### src/rtl/lsu_mem_port.sv
// Load/store unit memory port: accepts an ALU effective address, issues a
// request/grant/response memory transaction and returns extended load data.
module lsu_mem_port #(
  parameter int unsigned TIMEOUT = 64
) (
  input  logic        clk,
  input  logic        rst,
  input  logic        req_valid,
  output logic        req_ready,
  input  logic [6:0]  opcode,
  input  logic [2:0]  func3,
  input  logic [31:0] addr,
  input  logic [31:0] wdata,
  output logic        resp_valid,
  output logic [31:0] resp_rdata,
  output logic [1:0]  resp_err,
  output logic        mem_req,
  output logic        mem_we,
  output logic [31:0] mem_addr,
  output logic [3:0]  mem_wstrb,
  output logic [31:0] mem_wdata,
  input  logic        mem_gnt,
  input  logic        mem_rvalid,
  input  logic [31:0] mem_rdata
);

  localparam int unsigned CNT_W = $clog2(TIMEOUT + 1);
  localparam logic [CNT_W-1:0] CNT_LIMIT = CNT_W'(TIMEOUT - 1);
  localparam logic [6:0] OP_L = 7'b0000011;
  localparam logic [6:0] OP_S = 7'b0100011;
  localparam logic [1:0] ERR_OK    = 2'b00;
  localparam logic [1:0] ERR_ALIGN = 2'b01;
  localparam logic [1:0] ERR_ILLEG = 2'b10;
  localparam logic [1:0] ERR_TMO   = 2'b11;

  typedef enum logic [1:0] {
    S_IDLE = 2'b00,
    S_REQ  = 2'b01,
    S_WAIT = 2'b10,
    S_RESP = 2'b11
  } state_e;

  state_e            state_q, state_d;
  logic [CNT_W-1:0]  cnt_q, cnt_d;
  logic [2:0]        func3_q, func3_d;
  logic [1:0]        lo_q, lo_d;
  logic [31:0]       resp_rdata_q, resp_rdata_d;
  logic [1:0]        resp_err_q, resp_err_d;
  logic              mem_we_q, mem_we_d;
  logic [31:0]       mem_addr_q, mem_addr_d;
  logic [3:0]        mem_wstrb_q, mem_wstrb_d;
  logic [31:0]       mem_wdata_q, mem_wdata_d;

  logic              is_load_c, is_store_c, illegal_c, misaligned_c;
  logic [3:0]        wstrb_c;
  logic [31:0]       wdata_c;
  logic [7:0]        byte_c;
  logic [15:0]       half_c;
  logic [31:0]       load_c;

  // Request decode, evaluated against the live inputs while idle
  assign is_load_c  = (opcode == OP_L);
  assign is_store_c = (opcode == OP_S);
  assign illegal_c  = !(is_load_c || is_store_c)
                   || (is_load_c && (func3 == 3'b011 || func3 == 3'b110 || func3 == 3'b111))
                   || (is_store_c && (func3 > 3'b010));
  assign misaligned_c = ((func3[1:0] == 2'b01) && addr[0])
                     || ((func3[1:0] == 2'b10) && (addr[1:0] != 2'b00));

  // Store lane steering
  always_comb begin
    wstrb_c = 4'b1111;
    wdata_c = wdata;
    case (func3[1:0])
      2'b00: begin
        wstrb_c = 4'b0001 << addr[1:0];
        wdata_c = {4{wdata[7:0]}};
      end
      2'b01: begin
        wstrb_c = 4'b0011 << addr[1:0];
        wdata_c = {2{wdata[15:0]}};
      end
      default: begin
        wstrb_c = 4'b1111;
        wdata_c = wdata;
      end
    endcase
  end

  // Load lane extraction and extension
  always_comb begin
    byte_c = mem_rdata[7:0];
    case (lo_q)
      2'b00:   byte_c = mem_rdata[7:0];
      2'b01:   byte_c = mem_rdata[15:8];
      2'b10:   byte_c = mem_rdata[23:16];
      default: byte_c = mem_rdata[31:24];
    endcase
    half_c = lo_q[1] ? mem_rdata[31:16] : mem_rdata[15:0];
    case (func3_q)
      3'b000:  load_c = {{24{byte_c[7]}}, byte_c};
      3'b001:  load_c = {{16{half_c[15]}}, half_c};
      3'b100:  load_c = {24'd0, byte_c};
      3'b101:  load_c = {16'd0, half_c};
      default: load_c = mem_rdata;
    endcase
  end

  always_ff @(posedge clk) begin
    if (rst) begin
      state_q <= S_IDLE;
    end else begin
      state_q <= state_d;
    end
  end

  always_comb begin
    state_d = state_q;
    case (state_q)
      S_IDLE: begin
        if (req_valid) begin
          state_d = (illegal_c || misaligned_c) ? S_RESP : S_REQ;
        end
      end
      S_REQ: begin
        if (mem_gnt) begin
          state_d = mem_we_q ? S_RESP : S_WAIT;
        end
      end
      S_WAIT: begin
        if (mem_rvalid || (cnt_q == CNT_LIMIT)) begin
          state_d = S_RESP;
        end
      end
      default: state_d = S_IDLE;
    endcase
  end

  // State-decoded handshakes plus next values of the datapath registers
  always_comb begin
    req_ready    = (state_q == S_IDLE);
    resp_valid   = (state_q == S_RESP);
    mem_req      = (state_q == S_REQ);
    cnt_d        = cnt_q;
    func3_d      = func3_q;
    lo_d         = lo_q;
    resp_rdata_d = resp_rdata_q;
    resp_err_d   = resp_err_q;
    mem_we_d     = mem_we_q;
    mem_addr_d   = mem_addr_q;
    mem_wstrb_d  = mem_wstrb_q;
    mem_wdata_d  = mem_wdata_q;
    case (state_q)
      S_IDLE: begin
        if (req_valid) begin
          func3_d      = func3;
          lo_d         = addr[1:0];
          resp_rdata_d = 32'd0;
          if (illegal_c) begin
            resp_err_d = ERR_ILLEG;
          end else if (misaligned_c) begin
            resp_err_d = ERR_ALIGN;
          end else begin
            resp_err_d  = ERR_OK;
            mem_we_d    = is_store_c;
            mem_addr_d  = {addr[31:2], 2'b00};
            mem_wstrb_d = is_store_c ? wstrb_c : 4'b0000;
            mem_wdata_d = is_store_c ? wdata_c : 32'd0;
          end
        end
      end
      S_REQ: begin
        if (mem_gnt) begin
          cnt_d       = '0;
          mem_we_d    = 1'b0;
          mem_addr_d  = 32'd0;
          mem_wstrb_d = 4'b0000;
          mem_wdata_d = 32'd0;
        end
      end
      S_WAIT: begin
        if (mem_rvalid) begin
          resp_rdata_d = load_c;
          resp_err_d   = ERR_OK;
        end else if (cnt_q == CNT_LIMIT) begin
          resp_rdata_d = 32'd0;
          resp_err_d   = ERR_TMO;
        end else begin
          cnt_d = cnt_q + CNT_W'(1);
        end
      end
      default: begin
        resp_rdata_d = 32'd0;
        resp_err_d   = ERR_OK;
      end
    endcase
  end

  always_ff @(posedge clk) begin
    if (rst) begin
      cnt_q        <= '0;
      func3_q      <= 3'b000;
      lo_q         <= 2'b00;
      resp_rdata_q <= 32'd0;
      resp_err_q   <= 2'b00;
      mem_we_q     <= 1'b0;
      mem_addr_q   <= 32'd0;
      mem_wstrb_q  <= 4'b0000;
      mem_wdata_q  <= 32'd0;
    end else begin
      cnt_q        <= cnt_d;
      func3_q      <= func3_d;
      lo_q         <= lo_d;
      resp_rdata_q <= resp_rdata_d;
      resp_err_q   <= resp_err_d;
      mem_we_q     <= mem_we_d;
      mem_addr_q   <= mem_addr_d;
      mem_wstrb_q  <= mem_wstrb_d;
      mem_wdata_q  <= mem_wdata_d;
    end
  end

  assign resp_rdata = resp_rdata_q;
  assign resp_err   = resp_err_q;
  assign mem_we     = mem_we_q;
  assign mem_addr   = mem_addr_q;
  assign mem_wstrb  = mem_wstrb_q;
  assign mem_wdata  = mem_wdata_q;

endmodule

### config.mk
export PLATFORM = sky130hd
export DESIGN_NAME = lsu_mem_port
export DESIGN_NICKNAME = d
export VERILOG_FILES = /design/src/rtl/lsu_mem_port.sv
export SDC_FILE = /design/constraint.sdc
export NUM_CORES = 1
export LEC_CHECK = 0
export BUFFER_PORTS_ARGS = -buffer_cell sky130_fd_sc_hd__buf_2
export CAP_MARGIN = 40
export CELL_PAD_IN_SITES_DETAIL_PLACEMENT = 1
export CELL_PAD_IN_SITES_GLOBAL_PLACEMENT = 1
export CORE_MARGIN = 4
export CORE_UTILIZATION = 30
export CTS_CLUSTER_SIZE = 12
export DETAILED_ROUTE_END_ITERATION = 6
export PLACE_DENSITY_LB_ADDON = 0.15
export SLEW_MARGIN = 10
export SYNTH_ARGS = -nofsm -noshare
export SYNTH_HDL_FRONTEND = slang
export SYNTH_SLANG_ARGS = --single-unit
### constraint.sdc
create_clock -name clk -period 1.95 [get_ports clk]
set_input_delay 0.195 -clock clk [delete_from_list [all_inputs] [get_ports clk]]
set_output_delay 0.195 -clock clk [all_outputs]
set_load 0.05 [all_outputs]
# Word-level counts from Yosys, hierarchy flattened
# Index checks and enable logic that the tools add are counted.
# W data, S select, Z words.
dict set report word_totals {
  out_inout_bits 106
  input_bits 111
  latchBits 0
  rom_bits 0
  register_bits 117
  wordCells 110
  memories 0
  ram_bits 0
}
dict set report classes {
  addsub 1
  multipliers 0
  bitwise_logic 1
  order_cmp 1
  shift 2
  div_mod_pow 0
  muxes 46
  reduce_logical 25
  n_eq_ne 24
}
# op count
set op_table {}
lappend op_table {{$mux W32} 11}
lappend op_table {{$pmux W32 S2} 3}
lappend op_table {{$pmux W32 S4} 1}
lappend op_table {{$pmux W32 S3} 1}
lappend op_table {{$pmux W8 S3} 1}
lappend op_table {{$mux W7} 3}
lappend op_table {{$mux W4} 5}
lappend op_table {{$mux W16} 1}
lappend op_table {{$mux W2} 8}
lappend op_table {{$pmux W4 S2} 2}
lappend op_table {{$eq A7 B6 Y1 const B} 2}
lappend op_table {{$pmux W7 S2} 1}
lappend op_table {{$eq A3 B3 Y1 const B} 4}
lappend op_table {{$ne A2 B2 Y1 const B} 6}
lappend op_table {{$pmux W2 S3} 2}
lappend op_table {{$eq A2 B2 Y1 const B} 4}
lappend op_table {{$logic_or A1 B1 Y1} 8}
lappend op_table {{$add A7 B1 Y7 const B} 1}
lappend op_table {{$eq A7 B2 Y1 const B} 1}
lappend op_table {{$eq A2 B1 Y1 const B} 3}
lappend op_table {{$logic_not A2 Y1} 3}
lappend op_table {{$mux W1} 6}
lappend op_table {{$reduce_and A3 Y1} 2}
lappend op_table {{$reduce_bool A2 Y1} 3}
lappend op_table {{15 further kinds} 18}

# Longest topological paths before layout
# Gate-level depths: netlist (run 1).
dict set report logic_depth {
  ltp_word 10
  depth_mapped 10
  depth_no_buf 6
}

# Worst setup path before layout (run 1)
# OpenSTA, ideal clock, no wires.
dict set report synth_path {
  path_kind {register to register}
  from {register state_q[1]}
  to {register mem_wdata_q[24] (netlist: mem_wdata[24])}
  setup_time_ns 0.060
  path_buffers 3
  t_arrival_ns 2.428
  period_less_slack_ns 2.489
  path_stages_with_launch 10
  required_time_ns 1.890
  path_slack_ns -0.539
  path_cell_list {dfxtp_1 > inv_1 > ha_1 > buf_2 > nor2_1 > or3_1 > buf_2 > a2111oi_4 > buf_6 > a22o_1}
}
dict set report synth_between {
  elab_chain_cells 3
  word_cells_on_any_way 9
  cone_classes {5 x eq/ne; 1 x mux; 3 x reduce/logical}
}
# element line
set synth_lines {}
lappend synth_lines {{start: declaration} 43} ;# state_e state_q, state_d;
lappend synth_lines {{start signal: assignment} 113} ;# state_q <= state_d;
lappend synth_lines {{$eq A2 B1 Y1 *} -}
lappend synth_lines {{net mem_req} 17} ;# output logic mem_req,
lappend synth_lines {{$ne A2 B1 Y1 (no source line) or $reduce_bool A2 Y1 (tied branches)} -}
lappend synth_lines {{$reduce_and A5 Y1 (no source line)} -}
lappend synth_lines {{end signal: assignment} 219} ;# mem_wdata_q <= mem_wdata_d;
lappend synth_lines {{end: declaration} 52} ;# logic [31:0] mem_wdata_q, mem_wdata_d;
# The timed path passes the listed nets; every way through them passes the cells marked *.
# A chain may end at the register's enable or synchronous reset.

# Worst setup path after layout (run 1)
dict set report layout_path {
  from {register state_q[0]}
  to {register mem_wdata_q[30] (netlist: mem_wdata[30])}
}
dict set report layout_between {
  elab_chain_cells 3
  word_cells_on_any_way 9
  cone_classes {5 x eq/ne; 1 x mux; 3 x reduce/logical}
}
# element line
set layout_lines {}
lappend layout_lines {{$eq A2 B1 Y1 or $logic_not A2 Y1 (tied branches)} 153} ;# case (state_q)
lappend layout_lines {{$ne A2 B1 Y1 (no source line) (tied with other cells)} -}
lappend layout_lines {{$reduce_and A5 Y1 (no source line)} -}
# Several ways; a longest one is shown, not always the timed one.

==> qor.csv, run 1 <==
metric;value;unit
status;finished, final reports clean;
yosysMostFrequentCell;dfxtp_1;
wire_per_inst;19.7;um
hold_viol_final;0;
clock.fmax;521;MHz
clk_pin_slew;0.06;ns
synth_cells;604;
p_leak;3.38;nW
path_max_fanout;9;
track_usage;0.199;
io_buffers;214;
yosys_warnings;0;
hold_start;wdata[6];
layout.nets;939;
timing.final.max_slew_violations;0;
insertion_delay;0.42;ns
drc;0;
cap_violations;0;
grtUsageMet3;0.0559;
via_per_inst;5.38;
critical_path_class;reg2reg;
rsz0062_at_grt;yes;
grtUsageMet1;0.253;
cts_tree;built;
ys_ff_latch;115;
dieWidth;144;um
r2r_slack;0.03;ns
finClkSkew;0.0177;ns
r2r-start;state_q[0]$_SDFFE_PP0P_;
syn_area_per_cell;9.13;um^2
holdWs;0.0618;ns
dieArea;20600;um^2
period_share;0.984;
grt_pass1_wl;32600;um
use_met2;0.328;
placed_cells;1028;
grt_max_degree;41;
antenna_found_initial;3;
cp-start-kind;register;
synthArstFlopShare;0;
dp_hpwl;14800;um
htreeDepth;4;
ioPinCount;217;
top_usage_layer;met2;
p_total;10.7;mW
critPathRequiredTime;2.25;ns
post_dp_cell_area;7070;um^2
tns;0;ns
ant_nets;0;
n_fill_cell;2138;
cts_buffers;17;
cp-end-kind;register;
crit_start;state_q[0]$_SDFFE_PP0P_;
pwr_density_cell;1360;nW/um^2
setup_viol;0;
layout-drive-gt1-share;0.396;
start_util;0.306;
ys_seq_area_frac;0.418;
synthTopCellsByCount;115 x dfxtp_1, 50 x a21oi_1, 39 x clkbuf_1;
synth_area;5510;um^2
cts_sinks;115;
clockBufferDepth;2;
synth_cell_type_count;50;
stdcell_count;1068;
ir_drop;898;uV
rows;49;
crit_arrival;2.22;ns
stdcell_area;7840;um^2
synthTopCellsByArea;dfxtp_1 42%, mux2i_1 6.2%, a21oi_1 4.5%;
synth_ff_type;dfxtp_1;
hold_class;in2reg;
worst_pin_slew;0.554;ns
area_growth;42.2;%
yosysTopAreaCell;dfxtp_1;
gr-total-overflow;0;
fin_crit;1.92;ns
root_buffer;clkbuf_16;
synth_edf_count;0;
slew_headroom;0.630;
place.gp.congestion;0.807;
wl;21000;um
first_global_vias;6099;
first_iter_violations;231;
drtPass1Iterations;4;
via_count;5743;
synth_top_area_frac;0.418;
core_area;18000;um^2
die_y;144;um
[registers in the layout, indices dropped and copies added (netlist names), 3 cells and up]
| register | count |
|---|---|
| mem_wstrb | 4 |
| cnt_q | 7 |
| mem_wdata | 32 |
| mem_addr | 30 |
| resp_rdata | 32 |
| func3_q | 3 |
[path summary, 6_finish.rpt]
| check | to | cells past startpoint |
|---|---|---|
| max | mem_wdata[30]$_SDFFE_PP0P_ | 8 |
| max reg2reg | mem_wdata[30]$_SDFFE_PP0P_ | 8 |
| min reg2reg | mem_wdata[20]$_SDFFE_PP0P_ | 1 |
| min | mem_wdata[6]$_SDFFE_PP0P_ | 2 |
[through the flow]
stage,worst slack (ns),utilization
floorplan,-0.118,-
global placement,0.0436,0.392
detailed placement,-0.0472,0.392
CTS,0.0126,0.424
global route,-0.00687,0.435
finish,0.0322,0.435
[final cells by class]
| type | count | area [um^2] | area share |
|---|---|---|---|
| Timing Repair Buffer | 257 | 1530 | 0.195 |
| Tap cell | 229 | 287 | 0.0366 |
| Clock buffer | 17 | 425 | 0.0543 |
| Clock inverter | 15 | 134 | 0.0171 |
| Multi-Input combinational cell | 424 | 3120 | 0.397 |
| Sequential cell | 115 | 2310 | 0.295 |
| Inverter | 8 | 32.5 | 0.00415 |
| Antenna cell | 3 | 7.51 | 0.000958 |
[worst max-delay path: stages, from the launching register on]
cell and delay, ns:
dfxtp_4 0.37, inv_2 0.06, ha_4 0.18, nor2b_4 0.16, nor3_4 0.36, a31oi_4 0.14, buf_12 0.16, clkbuf_16 0.16
a22o_1 0.22
[routing by layer]
layer	part of all wire	wire length, um
met5	0.00033	7
met4	0.014	284
met3	0.060	1270
met2	0.49	10200
met1	0.44	9210
[kinds of logic (layout without fill, tap and decap cells)]
kind of cell	Yosys count	in the layout	share of synthesized area
compound gates	198	198	0.262
simple gates	178	178	0.181
flops	115	115	0.418
buf+inv	66	297	0.0502
mux	40	40	0.0760
fa+ha+maj	5	5	0.0114
other cells	1	5	0.000680
xor+xnor	1	1	0.00159
[repair_timing]
item	4_1_cts	5_1_grt
pin swaps	1	1
gates resized for setup	4	22
setup endpoints to repair	51	60
gates cloned	0	4
hold buffers	0	0
setup buffers	0	1
[report_power, final]
group | internal, mW | switching (mW)
clock | 1.76 | 1.21
sequential | 2.64 | 0.209
combinational | 1.55 | 3.32
[layout by cell type (no fill, tap or decap), types with 18 or more instances in the layout]
| cell type | synthesis | routed |
|---|---|---|
| dfxtp_1 | 115 | 112 |
| o31ai_1 | 33 | 28 |
| nand2b_1 | 31 | 31 |
| mux2i_1 | 34 | 34 |
| nor2b_1 | 37 | 36 |
| clkbuf_16 | 0 | 19 |
| buf_2 | 11 | 214 |
| a21oi_1 | 50 | 49 |
| a32o_1 | 24 | 24 |
| nand2_1 | 36 | 36 |
| buf_4 | 2 | 29 |
| a22o_1 | 18 | 18 |
| o2bb2ai_1 | 26 | 19 |
| o21ai_0 | 26 | 26 |
| nand4_1 | 33 | 33 |
Power figures use the tool's default switching activity.
==> run 2, diff against run 1 <==
--- a/config.mk
+++ b/config.mk
@@ -7,10 +7,10 @@
 export LEC_CHECK = 0
 export BUFFER_PORTS_ARGS = -buffer_cell sky130_fd_sc_hd__buf_2
 export CAP_MARGIN = 40
-export CELL_PAD_IN_SITES_DETAIL_PLACEMENT = 1
-export CELL_PAD_IN_SITES_GLOBAL_PLACEMENT = 1
+export CELL_PAD_IN_SITES_DETAIL_PLACEMENT = 2
+export CELL_PAD_IN_SITES_GLOBAL_PLACEMENT = 2
 export CORE_MARGIN = 4
-export CORE_UTILIZATION = 30
+export CORE_UTILIZATION = 25
 export CTS_CLUSTER_SIZE = 12
 export DETAILED_ROUTE_END_ITERATION = 6
 export PLACE_DENSITY_LB_ADDON = 0.15
==> constraint.sdc (replaced) <==
create_clock -name clk -period 1.95 [get_ports clk]
set_input_delay 0.0975 -clock clk [delete_from_list [all_inputs] [get_ports clk]]
set_output_delay 0.0975 -clock clk [all_outputs]
set_load 0.05 [all_outputs]
==> run 2 against run 1 <==
  * The flow now finishes with violations (setup timing)
  * Wire length grew 14%
  * Global-route usage shrank 1.1 points
  * Worst setup slack lost 0.084 ns
  * Sequential share of layout area shrank 1.6 points
  * Sequential power is essentially flat
  * Clock skew shrank 0.0066 ns
  * Hold slack lost 0.042 ns
==> qor.csv, run 2 (same netlist as run 1, synthesis figures left out) <==
metric;value;unit;change
layout-drive-gt1-share;0.368;;was 0.396
core_area;21800;um^2;was 18000 um^2
r2r_cells;8;;unchanged
clk_pin_slew;0.06;ns;about the same
hold_class;in2reg;;unchanged
cap_violations;0;;unchanged
insertion_delay;0.42;ns;about the same
layout.nets;977;;was 939
via_per_inst;5.12;;was 5.38
root_buffer;clkbuf_16;;unchanged
violations;setup timing;;
dp_hpwl;16500;um;was 14800 um
hold_start;addr[0];;was wdata[6]
final_cell_mix;214 x buf_2, 113 x dfxtp_1, 49 x a21oi_1;;was 214 x buf_2, 112 x dfxtp_1, 49 x a21oi_1
drtPass1Iterations;4;;unchanged
drc;0;;unchanged
first_global_vias;6569;;was 6099
finClkSkew;0.0111;ns;was 0.0177 ns
critPathRequiredTime;2.30;ns;was 2.25 ns
grt_max_degree;38;;was 41
wire_per_inst;20.8;um;was 19.7 um
hold_viol_final;0;;unchanged
io_buffers;214;;unchanged
min_path_cells;3;;was 2
post_dp_cell_area;7140;um^2;was 7070 um^2
dieWidth;156;um;was 144 um
placed_cells;1074;;was 1028
path_max_fanout;5;;was 9
first_iter_violations;184;;was 231
start_util;0.253;;was 0.306
rows;54;;was 49
dieArea;24500;um^2;was 20600 um^2
cp-start-kind;register;;unchanged
ioPinCount;217;;unchanged
period_share;1.03;;was 0.984
status;finished with violations;;was finished, final reports clean
min_to;lo_q[0]$_SDFFE_PP0P_;;was mem_wdata[6]$_SDFFE_PP0P_
die_y;156;um;was 144 um
place.gp.congestion;0.777;;was 0.807
ant_nets;0;;unchanged
worst_pin_slew;0.593;ns;was 0.554 ns
crit_arrival;2.35;ns;was 2.22 ns
ir_drop;692;uV;was 898 uV
gr-total-overflow;0;;unchanged
cts_sinks;115;;unchanged
stdcell_area;8280;um^2;was 7840 um^2
timing.final.max_slew_violations;0;;unchanged
p_total;10.8;mW;was 10.7 mW
track_usage;0.188;;was 0.199
critical_path_class;reg2reg;;unchanged
clock.fmax;500;MHz;was 521 MHz
worst_slack;-0.0513;ns;was 0.0322 ns
area_growth;50.2;%;was 42.2%
pwr_density_cell;1310;nW/um^2;was 1360 nW/um^2
p_leak;3.57;nW;was 3.38 nW
r2r-start;state_q[1]$_SDFFE_PP0P_;;was state_q[0]$_SDFFE_PP0P_
r2r_end;mem_wdata[26]$_SDFFE_PP0P_;;was mem_wdata[30]$_SDFFE_PP0P_
cts_buffers;17;;unchanged
via_count;5918;;was 5743
slew_headroom;0.605;;was 0.630
cts_tree;built;;unchanged
mostFrequentLayoutCell;buf_2;;unchanged
antenna_found_initial;1;;was 3
r2r_slack;-0.05;ns;was 0.03 ns
n_fill_cell;2427;;was 2138
fin_crit;2.00;ns;was 1.92 ns
setup_viol;17;;was 0
grt_pass1_wl;36500;um;was 32600 um
htreeDepth;4;;unchanged
wl;24000;um;was 21000 um
rsz0062_at_grt;yes;;unchanged
stdcell_count;1156;;was 1068
cp-end-kind;register;;unchanged
clockBufferDepth;2;;unchanged
[run 2: changes by cell type in the layout (fill, tap and decap cells not counted), moves of 4 or more]
cell / before / now
dlygate4sd3_1: 0 / 35
o2bb2ai_1: 19 / 25
o2bb2ai_2: 7 / 1
clkinvlp_4: 6 / 1
buf_12: 6 / 10
o31ai_1: 28 / 32
o31ai_2: 5 / 1
[run 2: worst max path at each step]
stage	start	end	slack [ns]	depth (start not counted)
after floorplan	state_q[1]$_SDFFE_PP0P_	mem_wdata[24]$_SDFFE_PP0P_	-0.12	9
after global placement	state_q[0]$_SDFFE_PP0P_	state_q[1]$_SDFFE_PP0P_	0.05	8
after detailed placement	state_q[0]$_SDFFE_PP0P_	state_q[1]$_SDFFE_PP0P_	-0.1	8
after CTS	state_q[0]$_SDFFE_PP0P_	state_q[1]$_SDFFE_PP0P_	-0.02	8
after global routing	state_q[1]$_SDFFE_PP0P_	mem_wdata[26]$_SDFFE_PP0P_	-0.1	8
final	state_q[1]$_SDFFE_PP0P_	mem_wdata[26]$_SDFFE_PP0P_	-0.05	8
[run 2: through the flow]
stage                      util  TNS [ns]  worst slack, ns  hold slack, ns
after floorplan               -     -2.37           -0.118           0.237
after global placement    0.328         0           0.0495           0.369
after detailed placement  0.328    -0.235          -0.0954           0.384
after CTS                 0.371   -0.0235          -0.0162         0.00204
after global routing      0.380     -1.62          -0.0974          0.0129
final                     0.380    -0.375          -0.0513          0.0200
[run 2: report_power, final]
| group | internal (mW) | switching, mW | total (mW) |
|---|---|---|---|
| sequential | 2.64 | 0.199 | 2.84 |
| clock | 1.79 | 1.29 | 3.08 |
| combinational | 1.61 | 3.30 | 4.91 |
| total | 6.04 | 4.78 | 10.8 |
[run 2: worst max-delay path, cell delays in order, from the launching register on]
cell and delay, ns:
dfxtp_4 0.35, inv_4 0.05, ha_4 0.17, nor2b_4 0.13, or3_4 0.42, a2111oi_4 0.35, buf_6 0.19, clkbuf_16 0.15
a22o_1 0.13
[run 2: per-layer routing]
metal,wire (um),vias to the layer above,track usage
met5,12,-,0
met4,303,2,0.0570
met3,1280,21,0.0451
met2,12500,171,0.338
met1,9940,2933,0.222
li1,-,2791,-
[run 2: timing repair]
action,CTS,global route
resized for setup,4,12
pin swaps,0,7
hold buffers,35,0
setup endpoints to repair,24,55
cloned,0,4
endpoints found under the hold margin,35,0
setup buffers,0,9
[run 2: area by class of cell]
cell class | count | area [um^2] | share of cell area
antenna | 2 | 5.00 | 0.000605
sequential | 115 | 2310 | 0.279
timing repair buffer | 295 | 1960 | 0.236
clock inverter | 15 | 146 | 0.0177
tap | 280 | 350 | 0.0423
multi-input combinational | 424 | 3050 | 0.369
clock buffer | 17 | 425 | 0.0514
inverter | 8 | 32.5 | 0.00393
==> run 3, diff against run 2 <==
==> config.mk (replaced) <==
export PLATFORM = sky130hd
export DESIGN_NAME = lsu_mem_port
export DESIGN_NICKNAME = d
export VERILOG_FILES = /design/src/rtl/lsu_mem_port.sv
export SDC_FILE = /design/constraint.sdc
export NUM_CORES = 1
export LEC_CHECK = 0
export CAP_MARGIN = 40
export CORE_MARGIN = 4
export CORE_UTILIZATION = 30
export CTS_CLUSTER_SIZE = 12
export DETAILED_ROUTE_END_ITERATION = 6
export DONT_BUFFER_PORTS = 1
export PLACE_DENSITY_LB_ADDON = 0.15
export SLEW_MARGIN = 10
export SYNTH_ARGS = -nofsm -noshare
export SYNTH_HDL_FRONTEND = slang
export SYNTH_SLANG_ARGS = --single-unit
==> run 3 against run 2 <==
  * The flow still finishes with violations (setup timing)
  * Maximum frequency is 0.55% lower
  * First-iteration DRC count up 50%
  * Sequential share of layout area rose by 0.46 points
  * Die area decreased by 16%
  * Cell count fell by 15%
  * Design area shrank 1.6%
  * Utilization grew 7.1 points
  * Via count down 8.7%
  * Combinational power down 8.8%
  * Total power down 0.65%
  * Wire length shrank 16%
  * Hold slack barely moved
  * Largest cell class unchanged
==> qor.csv, run 3 (same netlist as run 1, synthesis figures left out) <==
metric;value;unit;change
area_growth;47.8;%;was 50.2%
layout-drive-gt1-share;0.199;;was 0.368
crit_arrival;2.37;ns;was 2.35 ns
ir_drop;741;uV;was 692 uV
hold_viol_final;0;;unchanged
place.gp.congestion;0.806;;was 0.777
grt_max_degree;43;;was 38
critical_path_class;reg2reg;;unchanged
violations;setup timing;;unchanged
period_share;1.03;;about the same
critPathRequiredTime;2.31;ns;was 2.30 ns
cpPeakStageDelay;0.40;ns;was 0.42 ns
insertion_delay;0.41;ns;was 0.42 ns
stdcell_count;980;;was 1156
status;finished with violations;;unchanged
final_cell_mix;113 x dfxtp_1, 104 x dlygate4sd3_1, 49 x a21oi_1, 49 x buf_4;;was 214 x buf_2, 113 x dfxtp_1, 49 x a21oi_1
timing.final.max_slew_violations;0;;unchanged
post_dp_cell_area;6180;um^2;was 7140 um^2
top_layer;met4;;was met5
n_fill_cell;1746;;was 2427
placed_cells;832;;was 1074
first_global_vias;5452;;was 6569
root_buffer;clkbuf_16;;unchanged
min_path_cells;3;;unchanged
dieWidth;144;um;was 156 um
grt_pass1_wl;30300;um;was 36500 um
start_util;0.306;;was 0.253
final_util;0.452;;was 0.380
core_area;18000;um^2;was 21800 um^2
clockBufferDepth;2;;unchanged
ioPinCount;217;;unchanged
multi_input_area;3200;um^2;was 3050 um^2
crit_path_cell_trace;inv_4 > ha_4 > nor2b_4 > or3_4 > a2111oi_4 > buf_6 > clkbuf_16 > a22o_1;;unchanged
setup_viol;19;;was 17
stdcell_area;8140;um^2;was 8280 um^2
rows;49;;was 54
antenna_found_initial;0;;was 1
gr-total-overflow;0;;unchanged
io_buffers;0;;was 214
cap_violations;0;;unchanged
drtPass1Iterations;4;;unchanged
cp-end-kind;register;;unchanged
layout.nets;853;;was 977
hold_class;in2reg;;unchanged
track_usage;0.188;;about the same
path_max_fanout;9;;was 5
slew_headroom;0.578;;was 0.605
ant_nets;0;;unchanged
pwr_density_cell;1320;nW/um^2;was 1310 nW/um^2
cp_slowest_cell;or3_4;;unchanged
p_leak;2.96;nW;was 3.57 nW
routed-wl-met3;1500;um;was 1280 um
drc;0;;unchanged
via_per_inst;5.51;;was 5.12
htreeDepth;4;;unchanged
fin_crit;2.01;ns;was 2.00 ns
finClkSkew;0.00616;ns;was 0.0111 ns
cts_sinks;115;;unchanged
dieArea;20600;um^2;was 24500 um^2
dp_hpwl;13300;um;was 16500 um
cp-start-kind;register;;unchanged
first_iter_violations;276;;was 184
clock.fmax;497;MHz;was 500 MHz
via_count;5402;;was 5918
wl;20200;um;was 24000 um
r2r_cells;8;;unchanged
wire_per_inst;20.6;um;was 20.8 um
worst_slack;-0.0625;ns;was -0.0513 ns
mostFrequentLayoutCell;dfxtp_1;;was buf_2
holdWs;0.0195;ns;was 0.0200 ns
cts_tree;built;;unchanged
wl_met1;8920;um;was 9940 um
tns;-0.729;ns;was -0.375 ns
final-seq-area;2310;um^2;unchanged
clk_pin_slew;0.06;ns;about the same
cts_buffers;17;;unchanged
route.met2.wl;9510;um;was 12500 um
rsz0062_at_grt;yes;;unchanged
die_y;144;um;was 156 um
worst_pin_slew;0.631;ns;was 0.593 ns
## run 3: power breakdown
part | internal [mW] | switching, mW
Sequential | 2.64 | 0.642
Clock | 1.85 | 1.15
Combinational | 1.63 | 2.84
## run 3: stage by stage
stage	total power [mW]	setup slack (ns)
6_report	10.8	-0.0625
5_1_grt	11.3	-0.0868
4_1_cts	10.5	0.00882
3_5_place_dp	7.25	-0.000525
3_3_place_gp	7.17	0.0441
2_1_floorplan	5.95	-0.118
## run 3: area by class of cell
| class | count | area share |
|---|---|---|
| Tap cell | 229 | 0.0352 |
| Sequential cell | 115 | 0.284 |
| Timing Repair Buffer | 171 | 0.213 |
| Inverter | 8 | 0.00399 |
| Clock inverter | 12 | 0.0131 |
| Antenna cell | 1 | 0.000307 |
| Clock buffer | 20 | 0.0573 |
| Multi-Input combinational cell | 424 | 0.393 |
## run 3: routing by layer
layer,up-vias,track usage
met3,23,0.0626
met1,2655,0.248
met5,-,0
met2,185,0.294
met4,0,0.0545
li1,2539,-
## run 3: what timing repair did
item                       4_1_cts  5_1_grt
pin swaps                        1        6
setup buffers                    1        6
gates cloned                     0        3
hold buffers                   105        0
resized for setup                3       34
hold endpoints to repair       114        0
setup endpoints to repair       12       73
## run 3: path summary, 6_finish.rpt
kind / from / to / slack, ns
worst max-delay path: state_q[1]$_SDFFE_PP0P_ / mem_wdata[3]$_SDFFE_PP0P_ / -0.06
worst min-delay path: addr[20] / mem_addr[20]$_SDFFE_PP0P_ / 0.02
worst max register to register: state_q[1]$_SDFFE_PP0P_ / mem_wdata[3]$_SDFFE_PP0P_ / -0.06
worst min register to register: cnt_q[5]$_SDFFE_PP0P_ / cnt_q[5]$_SDFFE_PP0P_ / 0.47
## run 3: worst max-delay path, delay by kind of cell, from the launching register on
kind,cells,cell delay (ns)
flops,1,0.36
compound gates,2,0.48
buf+inv,3,0.40
simple gates,2,0.53
fa+ha+maj,1,0.19
